`src/rtl/mempool_tcdm_rob.sv`:
```
// Reorder buffer between a core TCDM port and memory. Requests are tagged with
// a slot index, out-of-order responses are parked in their slot, and retired in issue order.
package snitch_pkg;
    typedef logic [7:0] meta_id_t;
endpackage

module mempool_tcdm_rob #(
    parameter int  NumEntries = 8,
    parameter int  DataWidth  = 32,
    parameter type meta_id_t  = snitch_pkg::meta_id_t,
    localparam int IdxWidth   = $clog2(NumEntries)
) (
    input  logic                   clk_i,
    input  logic                   rst_ni,
    // Core request
    input  logic [31:0]            core_qaddr_i,
    input  logic                   core_qwrite_i,
    input  logic [3:0]             core_qamo_i,
    input  logic [DataWidth-1:0]   core_qdata_i,
    input  logic [DataWidth/8-1:0] core_qstrb_i,
    input  meta_id_t               core_qid_i,
    input  logic                   core_qvalid_i,
    output logic                   core_qready_o,
    // Core response
    output logic [DataWidth-1:0]   core_pdata_o,
    output logic                   core_perror_o,
    output meta_id_t               core_pid_o,
    output logic                   core_pvalid_o,
    input  logic                   core_pready_i,
    // Memory request
    output logic [31:0]            mem_qaddr_o,
    output logic                   mem_qwrite_o,
    output logic [3:0]             mem_qamo_o,
    output logic [DataWidth-1:0]   mem_qdata_o,
    output logic [DataWidth/8-1:0] mem_qstrb_o,
    output logic [IdxWidth-1:0]    mem_qid_o,
    output logic                   mem_qvalid_o,
    input  logic                   mem_qready_i,
    // Memory response
    input  logic [DataWidth-1:0]   mem_pdata_i,
    input  logic                   mem_perror_i,
    input  logic [IdxWidth-1:0]    mem_pid_i,
    input  logic                   mem_pvalid_i,
    output logic                   mem_pready_o,
    // Occupancy, for observation only
    output logic [IdxWidth:0]      dbg_count_o
);

    // Handshakes: a transfer happens on a rising clk edge where valid and ready
    // are both high; valid never waits on ready, and the request path is purely
    // combinational from core to memory.

    localparam logic [IdxWidth:0]   FullCount = (IdxWidth+1)'(NumEntries);
    localparam logic [IdxWidth:0]   CntOne    = (IdxWidth+1)'(1);
    localparam logic [IdxWidth-1:0] PtrOne    = IdxWidth'(1);

    logic [NumEntries-1:0] r_busy;
    logic [NumEntries-1:0] r_done;
    logic [NumEntries-1:0] r_err;
    logic [DataWidth-1:0]  r_data [NumEntries];
    meta_id_t              r_id   [NumEntries];
    logic [IdxWidth-1:0]   r_alloc_ptr;
    logic [IdxWidth-1:0]   r_retire_ptr;
    logic [IdxWidth:0]     r_count;
    logic                  r_pready;

    logic w_full;
    logic w_alloc;
    logic w_retire;
    logic w_resp_ok;

    // Full is taken from the registered count, so a retire in the same cycle
    // only frees a slot for allocation from the following cycle on.
    assign w_full        = (r_count == FullCount);
    assign mem_qvalid_o  = core_qvalid_i & ~w_full;
    assign core_qready_o = mem_qready_i & ~w_full;
    assign w_alloc       = mem_qvalid_o & mem_qready_i;

    assign mem_qaddr_o  = core_qaddr_i;
    assign mem_qwrite_o = core_qwrite_i;
    assign mem_qamo_o   = core_qamo_i;
    assign mem_qdata_o  = core_qdata_i;
    assign mem_qstrb_o  = core_qstrb_i;
    assign mem_qid_o    = r_alloc_ptr;

    assign mem_pready_o = r_pready;
    assign w_resp_ok    = mem_pvalid_i & r_busy[mem_pid_i] & ~r_done[mem_pid_i];

    assign core_pvalid_o = r_busy[r_retire_ptr] & r_done[r_retire_ptr];
    assign core_pdata_o  = r_data[r_retire_ptr];
    assign core_perror_o = r_err[r_retire_ptr];
    assign core_pid_o    = r_id[r_retire_ptr];
    assign w_retire      = core_pvalid_o & core_pready_i;

    assign dbg_count_o = r_count;

    always_ff @(posedge clk_i or negedge rst_ni) begin
        if (!rst_ni) begin
            r_pready <= 1'b0;
        end else begin
            r_pready <= 1'b1;
        end
    end

    // Alloc, response and retire never target the same slot in one cycle:
    // the alloc slot is free, a response needs a busy non-done slot, and
    // the retiring slot is already done.
    always_ff @(posedge clk_i or negedge rst_ni) begin
        if (!rst_ni) begin
            r_busy <= '0;
            r_done <= '0;
            r_err  <= '0;
            for (int i = 0; i < NumEntries; i++) begin
                r_data[i] <= '0;
                r_id[i]   <= '0;
            end
        end else begin
            if (w_alloc) begin
                r_busy[r_alloc_ptr] <= 1'b1;
                r_done[r_alloc_ptr] <= 1'b0;
                r_id[r_alloc_ptr]   <= core_qid_i;
            end
            if (w_resp_ok) begin
                r_done[mem_pid_i] <= 1'b1;
                r_err[mem_pid_i]  <= mem_perror_i;
                r_data[mem_pid_i] <= mem_pdata_i;
            end
            if (w_retire) begin
                r_busy[r_retire_ptr] <= 1'b0;
                r_done[r_retire_ptr] <= 1'b0;
            end
        end
    end

    always_ff @(posedge clk_i or negedge rst_ni) begin
        if (!rst_ni) begin
            r_alloc_ptr  <= '0;
            r_retire_ptr <= '0;
            r_count      <= '0;
        end else begin
            if (w_alloc) begin
                r_alloc_ptr <= r_alloc_ptr + PtrOne;
            end
            if (w_retire) begin
                r_retire_ptr <= r_retire_ptr + PtrOne;
            end
            case ({w_alloc, w_retire})
                2'b10:   r_count <= r_count + CntOne;
                2'b01:   r_count <= r_count - CntOne;
                default: r_count <= r_count;
            endcase
        end
    end

    // A response must target an outstanding slot that has not answered yet.
    resp_target_valid_a : assert property (@(posedge clk_i) disable iff (!rst_ni)
        mem_pvalid_i |-> (r_busy[mem_pid_i] && !r_done[mem_pid_i]));

    resp_not_alloc_slot_a : assert property (@(posedge clk_i) disable iff (!rst_ni)
        !(w_alloc && mem_pvalid_i && (mem_pid_i == r_alloc_ptr)));

endmodule

```
`config.mk`:
```
export PLATFORM = sky130hd
export DESIGN_NAME = mempool_tcdm_rob
export DESIGN_NICKNAME = d
export VERILOG_FILES = /design/src/rtl/mempool_tcdm_rob.sv
export SDC_FILE = /design/constraint.sdc
export NUM_CORES = 1
export LEC_CHECK = 0
export ABC_CLOCK_PERIOD_IN_PS = 3700
export CAP_MARGIN = 20
export CORE_MARGIN = 5
export CORE_UTILIZATION = 55
export DETAILED_ROUTE_END_ITERATION = 10
export HOLD_SLACK_MARGIN = 0.02
export PLACE_DENSITY = 0.81
export SLEW_MARGIN = 40
export SYNTH_ARGS = -nofsm -noshare
export SYNTH_HDL_FRONTEND = slang
export SYNTH_SLANG_ARGS = --single-unit
```
`constraint.sdc`:
```
create_clock -name clk_i -period 3.7 [get_ports clk_i]
set_input_delay 0.74 -clock clk_i [delete_from_list [all_inputs] [get_ports clk_i]]
set_output_delay 0.74 -clock clk_i [all_outputs]
set_load 0.01 [all_outputs]
```
After elaboration in Yosys (flattened, before gate mapping)
Index checks and enable logic that the tools add are counted.
{"block": "word_totals", "regBits": 355, "input_bits": 123, "output_inout_bits": 125, "elab_cells": 101}
{"block": "classes", "n_addsub": 4, "order_cmp": 11, "n_eq_ne": 3, "n_mux": 35, "n_bitwise": 19, "n_reduce_logical": 6}
{"op": "bitwise mux 256 bit", "count": 1}
{"op": "binary-select mux 32 bit (select 3 bit)", "count": 1}
{"op": "demux 32 bit (select 3 bit)", "count": 1}
{"op": "two-way mux 32 bit", "count": 3}
{"op": "bitwise mux 64 bit", "count": 1}
{"op": "two-way mux 8 bit", "count": 8}
{"op": "bitwise AND 8 bit", "count": 3}
{"op": "binary-select mux 8 bit (select 3 bit)", "count": 1}
{"op": "demux 8 bit (select 3 bit)", "count": 1}
{"op": "inverter 8 bit", "count": 2}
{"op": "bitwise OR 8 bit", "count": 2}
{"op": "binary-select mux 1 bit (select 3 bit)", "count": 5}
{"op": ">= comparator 4 bit (second input constant)", "count": 3}
{"op": "less-than comparator 3 x 4 -> 1 bit (second input constant)", "count": 3}
{"op": "inverter 3 -> 4 bit", "count": 3}
{"op": "demux 1 bit (select 3 bit)", "count": 3}
{"op": ">= comparator 3 x 1 -> 1 bit (second input constant)", "count": 3}
{"op": "bitwise mux 8 bit", "count": 1}
{"op": "less-than comparator 4 x 1 -> 1 bit (second input constant)", "count": 2}
{"op": "two-way mux 1 bit", "count": 8}
{"op": "case mux 4 bit (2 select lines)", "count": 1}
{"op": "bitwise AND 1 bit", "count": 7}
{"op": "adder 3 x 1 -> 3 bit (second input constant)", "count": 2}
{"op": "logical AND 1 bit", "count": 5}
{"op": "7 further kinds", "count": 8}

Depth between registers and ports, before layout
{"block": "depth", "depth_word": 11, "depth_mapped": 13, "ltp_nobuf": 12}

Worst setup path before layout
OpenSTA, ideal clock, no wires.
{"block": "synth_timing", "path_kind": "register to register", "from": "reg r_retire_ptr[1]", "to": "reg r_count[2], in the netlist dbg_count_o[2]", "setup_ps": 128, "t_arrival_ps": 2477, "required_time_ps": 3572, "slack_ps": 1095, "stages_incl_launch_ff": 14, "n_path_buf": 1, "period_less_slack_ps": 2605, "path_cell_list": "dfrtp_1 > buf_2 > nor2b_1 > a22oi_1 > a31oi_1 > nand3b_1 > inv_1 > ha_1 > xor2_1 > ha_1 > a21oi_1 > xor2_1 > nor2_1 > xor2_1"}
{"block": "synth_via", "elab_chain_len": 6, "word_cells_on_any_way": 10, "classes_between": "2 x eq/ne; 5 x mux; 2 x bitwise; 1 x reduce/logical"}
{"item": "from (decl)", "line_no": "63", "text": "logic [IdxWidth-1:0] r_retire_ptr;"}
{"item": "from (signal assigned)", "line_no": "145", "text": "r_retire_ptr <= r_retire_ptr + PtrOne;"}
{"item": "binary-select mux 1 bit (select 3 bit)", "line_no": "89", "text": "assign core_pvalid_o = r_busy[r_retire_ptr] & r_done[r_retire_ptr];"}
{"item": "two-way mux 1 bit (not written as such)", "line_no": "89"}
{"item": "bitwise AND 1 bit (*)", "line_no": "89"}
{"item": "bitwise AND 1 bit (*)", "line_no": "93", "text": "assign w_retire = core_pvalid_o & core_pready_i;"}
{"item": "== test 2 x 1 -> 1 bit or == test 2 bit (tied branches)", "line_no": "147", "text": "case ({w_alloc, w_retire})"}
{"item": "case mux 4 bit (2 select lines) or nonzero test 2 bit (tied branches)"}
{"item": "to (signal assigned)", "line_no": "148", "text": "2'b10: r_count <= r_count + CntOne;"}
{"item": "to (signal assigned)", "line_no": "149", "text": "2'b01: r_count <= r_count - CntOne;"}
{"item": "to (signal assigned)", "line_no": "150", "text": "default: r_count <= r_count;"}
{"item": "to (decl)", "line_no": "64", "text": "logic [IdxWidth:0] r_count;"}
Every way passes the cells marked *; elsewhere a longest branch is shown, timed or not. The select of a mux whose other input is x is not followed.
A chain may end at the register's enable or synchronous reset.

Worst setup path after layout
{"block": "layout_timing", "from": "reg r_retire_ptr[0]", "to": "out core_pvalid_o"}
{"block": "layout_via", "elab_chain_len": 3, "word_cells_on_any_way": 5, "classes_between": "4 x mux; 1 x bitwise"}
{"item": "binary-select mux 1 bit (select 3 bit)", "line_no": "89"}
{"item": "two-way mux 1 bit (not written as such)", "line_no": "89"}
{"item": "bitwise AND 1 bit (*)", "line_no": "89"}
{"item": "to (decl)", "line_no": "28", "text": "output logic core_pvalid_o,"}
Marks and branches as above.

==> results.sh <==
export IMPL_synth_edff_count=0
export IMPL_die_h_um=185
export IMPL_gp_congestion=0.787
export IMPL_gr_max_usage_layer="met2"
export IMPL_period_share=0.968
export IMPL_clockBufferDepth=3
export IMPL_yosysUniqueCellTypes=49
export IMPL_fmax_ghz=0.279
export IMPL_routed_wl_um=34600
export IMPL_ant_nets=0
export IMPL_avgSynthCellArea_um2=15.8
export IMPL_grt_max_degree=98
export IMPL_min_period_ps=3580
export IMPL_cts_htree_levels=2
export IMPL_clock_latency_ps=520
export IMPL_tritoncts="yes"
export IMPL_synth_seq_area_share=0.529
export IMPL_relSlewSlack=0.504
export IMPL_cp_max_fo=15
export IMPL_path_clk_slew_ps=60
export IMPL_gr_total_overflow=0
export IMPL_core_um2=30300
export IMPL_cp_required_ps=2960
export IMPL_antenna_found_initial=1
export IMPL_rows=64
export IMPL_fill_cells=2136
export IMPL_via_count=9191
export IMPL_fin_nets=1236
export IMPL_synthesis_nets=1191
export IMPL_yosysWarnings=0
export IMPL_track_usage=0.208
export IMPL_grt_pass1_wl_um=56400
export IMPL_grt_pass1_vias=10100
export IMPL_layout_commonest_cell="dfrtp_1"
export IMPL_grt_util_met1=0.301
export IMPL_status="completed"
export IMPL_leakage_nw=8.40
export IMPL_cts_sinks=355
export IMPL_synth_seq_cells=355
export IMPL_tightest_slew_ps=743
export IMPL_drc=0
export IMPL_use_met3=0.0367
export IMPL_hold_class="primary input to async pin"
export IMPL_wire_per_inst_um=22.6
export IMPL_rsz0062_at_grt="no"
export IMPL_vdd_ir_drop_max_mv=0.449
export IMPL_finalHoldViolCount=0
export IMPL_critPathKind="flop to primary output"
export IMPL_power_density_nw_per_um2=905
export IMPL_clock_skew_final_ps=20.6
export IMPL_pin_count=248
export IMPL_area_growth_pct=13.6
export IMPL_routed_via_density=6.01
export IMPL_cp_end_kind="primary output"
export IMPL_finalNonFillerCells=1529
export IMPL_cp_start_kind="flop"
export IMPL_layout_common_cells="352 x dfrtp_1, 342 x mux2_2, 100 x clkdlybuf4s50_1"
export IMPL_drt_iter0_markers=489
export IMPL_die_area_um2=34100
export IMPL_syn_area_um2=16800
export IMPL_finalSetupViolCount=0
export IMPL_async_reset_ff_frac=1.00
export IMPL_maxCapViolCount=0
export IMPL_dr_pass1_iters=5
export IMPL_cts_buffers=38
export IMPL_place_inst=1462
export IMPL_cp_arrival_ps=2840
export IMPL_layout_drive_gt1_share=0.497
export IMPL_fin_setup_tns_ps=0
export IMPL_power_mw=17.2
export IMPL_met2_usage=0.336
export IMPL_synth_cells=1063
export IMPL_cts_hold_buffers_added=0
export IMPL_final_core_util=0.628
export IMPL_hpwl_um=21300
export IMPL_die_w_um=185
export IMPL_drv_slew=0
export IMPL_synthFlopType="dfrtp_1"
export IMPL_cts_root_buf="clkbuf_16"
export IMPL_io_buffers=101
export IMPL_start_util=0.553
-- synth_stat cells (2+ instances only) --
cell / n / area (um2)
buf_12: 3 / 60.1
and3_1: 3 / 18.8
nand3b_1: 4 / 30.0
xnor2_1: 6 / 52.6
o211ai_1: 2 / 15.0
mux2_1: 3 / 33.8
dfrtp_1: 355 / 8880
and4b_1: 2 / 20.0
mux2_4: 29 / 435
nand3_1: 6 / 30.0
o21ai_0: 2 / 10.0
or4b_1: 2 / 20.0
nand4_1: 2 / 12.5
mux2_2: 342 / 3850
buf_4: 78 / 586
buf_2: 23 / 115
a22oi_1: 5 / 37.5
nor2_1: 11 / 41.3
clkbuf_1: 19 / 71.3
a21oi_1: 7 / 35.0
nor3_2: 4 / 40.0
nand3_2: 2 / 20.0
ha_1: 5 / 62.6
and2_1: 2 / 12.5
nand2b_1: 3 / 18.8
nor2b_1: 7 / 43.8
a2bb2oi_1: 3 / 26.3
a31oi_1: 4 / 25.0
xor2_1: 3 / 26.3
nand2_1: 13 / 48.8
buf_6: 8 / 90.1
nor2_2: 3 / 18.8
inv_1: 5 / 18.8
mux4_2: 82 / 1850
-- flip-flops by register name, indices dropped and copies added (netlist names) --
| register | flops |
|---|---|
| r_err | 8 |
| r_done | 8 |
| r_id | 64 |
| r_data | 256 |
| r_retire_ptr | 3 |
| dbg_count_o | 4 |
| mem_pready_o | 1 |
| mem_qid_o | 3 |
| r_busy | 8 |
-- what timing repair did --
item | in CTS | in global routing
endpoints found under the hold margin | 0 | 0
setup endpoints to repair | 5 | 0
resized for setup | 0 | 0
setup buffers | 1 | 0
-- layout make-up --
type                            instances  area, um2  share of cell area
Clock inverter                          7       88.8             0.00466
Timing Repair Buffer                  137       1490              0.0781
Multi-Input combinational cell        571       6980               0.366
Tap cell                              396        495              0.0260
Inverter                                5       18.8            0.000984
Sequential cell                       355       8890               0.466
Clock buffer                           57       1100              0.0579
Antenna cell                            1       2.50            0.000131
-- layer usage --
| layer | vias up | routed length (um) |
|---|---|---|
| li1 | 3947 | - |
| met1 | 4967 | 15400 |
| met3 | 53 | 1580 |
| met2 | 224 | 17000 |
| met5 | - | 0 |
| met4 | 0 | 532 |
-- critical path, cell delays in order, from the launching register on --
cell and delay, ps:
dfrtp_4 630, buf_8 230, nand3b_1 190, nand3_1 110
and4_1 270, nor2b_1 300, clkdlybuf4s50_1 600
-- cells by family (layout without fill, tap and decap cells) --
kind of cell	count (synthesis)	in the layout	share of synthesized area
flip-flops	355	355	0.529
AND/OR/NAND/NOR	72	72	0.0276
other	1	2	0.000223
adder cells (fa/ha/maj)	5	5	0.00373
XOR/XNOR	9	9	0.00469
AO/OA/AOI/OAI	27	27	0.0107
buffers and inverters	137	206	0.0563
multiplexers	457	457	0.368
-- through the flow --
step / area [um2] / setup slack (ps) / hold WS [ps]
after floorplan: 16800 / 1090 / 444
after global placement: 17800 / 512 / 468
after detailed placement: 17800 / 453 / 480
after CTS: 19000 / 114 / 297
after global routing: 19100 / 25.4 / 152
final: 19100 / 120 / 137
-- where the power goes --
group | leakage, nW | internal [mW] | switching, mW
clock | 0.586 | 2.19 | 1.47
sequential | 4.47 | 5.65 | 1.06
combinational | 3.34 | 4.35 | 2.52
-- worst paths after layout --
kind | cells past startpoint | slack (ps) | endpoint | startpoint
setup / recovery | 6 | 120 | core_pvalid_o | r_retire_ptr[0]
hold / removal | 1 | 140 | r_data[167] | rst_ni
setup reg to reg | 12 | 470 | dbg_count_o[2] | r_retire_ptr[1]
hold reg to reg | 1 | 490 | dbg_count_o[3] | dbg_count_o[3]
max in group asynchronous | 3 | 2550 | r_data[72] | rst_ni
min in group clk_i | 1 | 490 | dbg_count_o[3] | dbg_count_o[3]
Power figures use the tool's default switching activity.
